$ cat config.mk
export PLATFORM = sky130hd
export DESIGN_NAME = mem_responder
export DESIGN_NICKNAME = d
export VERILOG_FILES = /design/src/rtl/tinylab_pkg.sv /design/src/rtl/mem_array.sv /design/src/rtl/mem_responder.sv
export SDC_FILE = /design/constraint.sdc
export NUM_CORES = 2
export LEC_CHECK = 0
export CELL_PAD_IN_SITES_DETAIL_PLACEMENT = 1
export CELL_PAD_IN_SITES_GLOBAL_PLACEMENT = 2
export CORE_ASPECT_RATIO = 1.25
export CORE_UTILIZATION = 45
export CTS_CLUSTER_SIZE = 40
export DETAILED_ROUTE_END_ITERATION = 6
export PLACE_DENSITY = 0.8
export SKIP_LAST_GASP = 1
export SYNTH_ARGS = -nofsm -noshare
export SYNTH_HDL_FRONTEND = slang
export SYNTH_HIERARCHICAL = 1
export SYNTH_SLANG_ARGS = --single-unit
$ cat constraint.sdc
create_clock -name clk -period 4.4 [get_ports clk]
set_input_delay 0.44 -clock clk [delete_from_list [all_inputs] [get_ports clk]]
set_output_delay 0.44 -clock clk [all_outputs]
set_load 0.01 [all_outputs]
$ cat src/rtl/tinylab_pkg.sv
// rtl/tinylab_pkg.sv - shared FSM encoding and latency limits for the fetch responder
package tinylab_pkg;

   typedef enum logic [1:0] {
      ST_IDLE = 2'd0,
      ST_WAIT = 2'd1,
      ST_RESP = 2'd2
   } state_t;

   localparam int LATENCY_MIN = 1;
   localparam int LATENCY_MAX = 15;
   localparam int CNT_W       = 4;

endpackage

$ cat src/rtl/mem_array.sv
// rtl/mem_array.sv - instruction storage with one write port and a write-first forwarded read
module mem_array #(
   parameter int ADDR_W = 8,
   parameter int DATA_W = 16
) (
   input  logic              clk,
   input  logic              we,
   input  logic [ADDR_W-1:0] waddr,
   input  logic [DATA_W-1:0] wdata,
   input  logic [ADDR_W-1:0] raddr,
   output logic [DATA_W-1:0] rdata
);

   logic [DATA_W-1:0] mem [0:(1<<ADDR_W)-1];

   // Contents survive reset so a loaded program outlives a core restart.
   always_ff @(posedge clk) begin
      if (we) begin
         mem[waddr] <= wdata;
      end
   end

   assign rdata = (we && (waddr == raddr)) ? wdata : mem[raddr];

endmodule

$ cat src/rtl/mem_responder.sv
// rtl/mem_responder.sv - latency-programmable instruction fetch responder; LD_LOCK_EN adds a load-port lock
module mem_responder
   import tinylab_pkg::*;
#(
   parameter int ADDR_W  = 8,
   parameter int LATENCY = 2
) (
   input  logic              clk,
   input  logic              rst,
   input  logic              en_ram_in,
   input  logic [ADDR_W-1:0] addr,
   output logic [15:0]       ins,
   output logic              en_ram_out,
   input  logic              ld_we,
   input  logic [ADDR_W-1:0] ld_addr,
   input  logic [15:0]       ld_data,
`ifdef LD_LOCK_EN
   input  logic              ld_lock,
   output logic              ld_err,
`endif
   output logic              busy,
   output logic              req_drop
);

   // Out-of-range LATENCY values are clamped into the legal window.
   localparam int LAT_EFF = (LATENCY > LATENCY_MAX) ? LATENCY_MAX :
                            (LATENCY < LATENCY_MIN) ? LATENCY_MIN : LATENCY;
   localparam logic [CNT_W-1:0] CNT_LOAD = CNT_W'(LAT_EFF - 1);
   localparam logic [CNT_W-1:0] CNT_ONE  = CNT_W'(1);
   localparam state_t           START_ST = (CNT_LOAD == '0) ? ST_RESP : ST_WAIT;

   state_t            state, state_nx;
   logic [CNT_W-1:0]  cnt, cnt_nx;
   logic [ADDR_W-1:0] cur_addr, cur_addr_nx;
   logic              pend_v, pend_v_nx;
   logic [ADDR_W-1:0] pend_a, pend_a_nx;
   logic              drop_nx;
   logic [15:0]       ins_q;
   logic [15:0]       rd_data;
   logic              wr_en;

`ifdef LD_LOCK_EN
   logic locked;

   always_ff @(posedge clk or negedge rst) begin
      if (!rst) begin
         locked <= 1'b0;
      end else if (ld_lock) begin
         locked <= 1'b1;
      end
   end

   assign wr_en  = ld_we & ~locked;
   assign ld_err = ld_we & locked;
`else
   assign wr_en  = ld_we;
`endif

   mem_array #(
      .ADDR_W (ADDR_W),
      .DATA_W (16)
   ) u_mem (
      .clk   (clk),
      .we    (wr_en),
      .waddr (ld_addr),
      .wdata (ld_data),
      .raddr (cur_addr),
      .rdata (rd_data)
   );

   always_comb begin
      state_nx    = state;
      cnt_nx      = cnt;
      cur_addr_nx = cur_addr;
      pend_v_nx   = pend_v;
      pend_a_nx   = pend_a;
      drop_nx     = req_drop;
      unique case (state)
         ST_IDLE: begin
            if (en_ram_in) begin
               cur_addr_nx = addr;
               cnt_nx      = CNT_LOAD;
               state_nx    = START_ST;
            end
         end
         ST_WAIT: begin
            cnt_nx = cnt - CNT_ONE;
            if (cnt == CNT_ONE) begin
               state_nx = ST_RESP;
            end
            if (en_ram_in) begin
               if (!pend_v) begin
                  pend_v_nx = 1'b1;
                  pend_a_nx = addr;
               end else begin
                  drop_nx = 1'b1;
               end
            end
         end
         ST_RESP: begin
            // The parked request has priority; a same-cycle strobe takes its place in the slot.
            if (pend_v) begin
               cur_addr_nx = pend_a;
               cnt_nx      = CNT_LOAD;
               state_nx    = START_ST;
               pend_v_nx   = en_ram_in;
               if (en_ram_in) begin
                  pend_a_nx = addr;
               end
            end else if (en_ram_in) begin
               cur_addr_nx = addr;
               cnt_nx      = CNT_LOAD;
               state_nx    = START_ST;
            end else begin
               state_nx = ST_IDLE;
            end
         end
         default: begin
            state_nx = ST_IDLE;
         end
      endcase
   end

   always_ff @(posedge clk or negedge rst) begin
      if (!rst) begin
         state    <= ST_IDLE;
         cnt      <= '0;
         cur_addr <= '0;
         pend_v   <= 1'b0;
         pend_a   <= '0;
         req_drop <= 1'b0;
         ins_q    <= 16'h0000;
      end else begin
         state    <= state_nx;
         cnt      <= cnt_nx;
         cur_addr <= cur_addr_nx;
         pend_v   <= pend_v_nx;
         pend_a   <= pend_a_nx;
         req_drop <= drop_nx;
         if (state == ST_RESP) begin
            ins_q <= rd_data;
         end
      end
   end

   // ins shows the live read during RESP and the held word otherwise.
   assign en_ram_out = (state == ST_RESP);
   assign busy       = (state != ST_IDLE);
   assign ins        = en_ram_out ? rd_data : ins_q;

endmodule
==> metrics.yaml <==
outcome:
  status: "finished with violations"
  violations: "design-rule violations, max-slew violations, negative setup slack"
timing:
  setup_viol: 16
  fin_ws_ps: -803
  tns_ps: -10650
  final_max_slew_viol_count: 76
  period_share: 1.18
  fin_crit_ps: 5200
  fmax_mhz: 192
  fin_worst_skew_ps: 49.9
  rsz0062_at_grt: "true"
  final_hold_viol_count: 0
  slew_headroom: -0.0705
  worstMarginPinSlew_ps: 1610
worst_setup_path:
  cp-start-kind: "register"
  reg2regPathDepth: 14
  cp.arrival_ps: 4760
  crit_chain: "buf_12 -> buf_12 -> buf_12 -> buf_12 -> mux2_4 -> a221oi_4 -> a221o_1 -> o21ai_4 -> o41ai_4 -> clkbuf_16 -> and3_4 -> nor2_4 -> mux2_4 -> buf_6"
  cp_slowest_cell: "o41ai_4"
  cp.required_ps: 3960
  crit_start: "cur_addr[0]$_DFFE_PN0P_"
  r2r_start: "cur_addr[0]$_DFFE_PN0P_"
  max_stage_delay_ps: 620
  r2r_end: "ins_q[8]$_DFF_PN0_"
  rrSetupSlack_ps: 470
  cp-end-kind: "output port"
  worst-setup-path-type: "reg -> out"
  crit_fanout: 7
  crit_family: "compound AO/OA/AOI/OAI gates"
  crit_top_cell: "buf_12"
  crit_buf_inv: 6
cts:
  clock_path_buffers: 4
  cts-root-buf: "clkbuf_16"
  cts_inserted_buffers: 382
  cts_tree: "yes"
  path_clk_slew_ps: 60
  cts_num_sinks: 4136
  cts-htree-levels: 5
  clock_latency_ps: 980
logic_synthesis:
  ys_ff_latch: 4136
  async_flop_share: 0.00967
  avgSynthCellArea_um2: 21.1
  ys_warn_count: 6
  synth_flop_cell: "edfxtp_1"
  synthDistinctLibCells: 76
  syn_area_um2: 160000
  synth_edf_count: 4096
  synth_fp_nets: 7618
  ys_seq_area_frac: 0.777
  postSynthCellCount: 7576
final_layout:
  finalNetCount: 8857
  fillers: 30500
  multiInputGateArea_um2: 35600
  layout_common_cells: "edfxtp_1, buf_4, mux4_2, mux2i_1, clkbuf_16"
  layout.cells.most_common: "edfxtp_1"
  area_growth_pct: 20.4
  regArea_um2: 124000
  drive_gt1_frac: 0.346
die:
  die_x_um: 535
  die_area_um2: 357000
  ios: 55
  initial_core_util: 0.452
  die_h_um: 668
  core_um2: 353000
  row_count: 244
worst_hold_path:
  whs_endpoint: "u_mem/mem[53][15]$_DFFE_PP_"
  min_path_cells: 1
  hp-start: "ld_data[15]"
  hold_class: "in -> reg"
power:
  peakVddDrop_mv: 0.401
  total_leakage_power_nw: 62.1
  power.density_nw_per_um2: 652
  finalPower_w: 0.125
drt:
  wl_per_cell_um: 37.3
  drc: 1
  vias: 88400
  first_iter_violations: 12300
  ant_nets: 0
  routed_via_density: 6.40
  drt_pre_antenna_iters: 7
  wirelength_mm: 515
placed_design:
  routabilityCongestion: 0.927
  port_buffers: 54
  place_hpwl_mm: 317
grt:
  antenna_found_initial: 24
  grt_usage: 0.286
  grt_pass1_wl_mm: 716
  grt_start_max_net_pins: 190
  grt_pass1_vias: 91400
  overflow: 0
flow_run:
  maxCapViolations: 0
==> how the worst max path moves through the flow <==
stage,endpoint,slack (ps),cells after the start
after floorplan,ins[13],1140,13
after global placement,ins[8],-1310,13
after detailed placement,ins[6],-1070,14
after CTS,ins[6],-800,17
after global routing,ins[13],-800,16
final,ins[8],-800,14
==> cell usage after synthesis (10+ instances only) <==
cell	n	share of area
clkbuf_1	230	0.0054
and2_1	14	0.00055
and3_1	10	0.00039
buf_4	86	0.0040
a2111oi_0	46	0.0025
dfrtp_1	40	0.0063
nand2b_1	12	0.00047
a22oi_1	261	0.012
o21ai_0	53	0.0017
a41oi_1	12	0.00066
nand2_1	156	0.0037
buf_2	68	0.0021
nand4_1	32	0.0013
nor4_1	15	0.00059
o221ai_1	73	0.0040
nor3_1	45	0.0014
nor2_1	363	0.0085
a211oi_1	64	0.0030
buf_1	34	0.00080
a21oi_1	81	0.0025
a221oi_1	23	0.0013
edfxtp_1	4096	0.77
inv_1	12	0.00028
mux2_2	62	0.0044
o22ai_1	107	0.0042
mux4_2	803	0.11
buf_6	47	0.0033
mux2i_1	419	0.026
nor2b_1	63	0.0025
nand3_1	70	0.0022
o31ai_1	26	0.0012
==> logic make-up (layout without fill, tap and decap cells) <==
logic type | Yosys count | after routing | share of synthesized area
AOI/OAI and AO/OA | 848 | 848 | 0.0388
xor gates and xnor gates | 8 | 8 | 0.000439
adders and majority gates | 6 | 6 | 0.000470
buffers and inverters | 481 | 2031 | 0.0161
DFF | 4136 | 4136 | 0.777
muxes | 1289 | 1289 | 0.144
other | 0 | 19 | 0
and+or+nand+nor | 808 | 808 | 0.0229
==> per-layer routing <==
metal | up-vias | GRT usage | part of all wire
met5 | - | 0 | 0.00016
met4 | 10 | 0.160 | 0.061
met3 | 1227 | 0.0555 | 0.10
met2 | 5894 | 0.467 | 0.49
met1 | 47000 | 0.359 | 0.35
li1 | 34300 | - | -
==> registers in the layout, summed over array words and instances (netlist names) <==
signal,cells
u_mem/mem,4096
ins_q,16
state,2
req_drop,1
pend_v,1
pend_a,8
cnt,4
cur_addr,8
==> layout make-up <==
| type | count | area share |
|---|---|---|
| clock inverter | 242 | 0.0158 |
| multi-input combinational | 2959 | 0.185 |
| sequential | 4136 | 0.646 |
| clock buffer | 453 | 0.0524 |
| inverter | 15 | 0.000319 |
| tap | 4674 | 0.0304 |
| timing repair buffer | 1321 | 0.0698 |
| antenna | 19 | 0.000247 |
==> where the power goes <==
part           switching, W  total, W  internal (W)  leakage, nW
clock                0.0151    0.0353        0.0203         6.38
sequential         0.000256    0.0438        0.0436         37.3
combinational        0.0260    0.0461        0.0201         18.4
total                0.0413     0.125        0.0840         62.1
==> repair_timing <==
item	in CTS	in global routing
cloned	21	2
hold buffers	13	0
gates resized for setup	581	167
setup endpoints to repair	22	16
pin swaps	127	82
setup buffers	94	52
hold endpoints to repair	353	0
==> per-stage QoR <==
step / std cells / setup WS [ps] / util / hold WS, ps / cell area [um2]
2_1_floorplan: 7576 / 1140 / - / 144 / 160000
3_3_place_gp: 13000 / -1310 / 0.493 / 459 / 174000
3_5_place_dp: 13000 / -1070 / 0.493 / 463 / 174000
4_1_cts: 13800 / -796 / 0.541 / 1.66 / 191000
5_1_grt: 13800 / -800 / 0.544 / 36.9 / 192000
6_report: 13800 / -803 / 0.544 / 54.0 / 192000
Power figures use the tool's default switching activity.
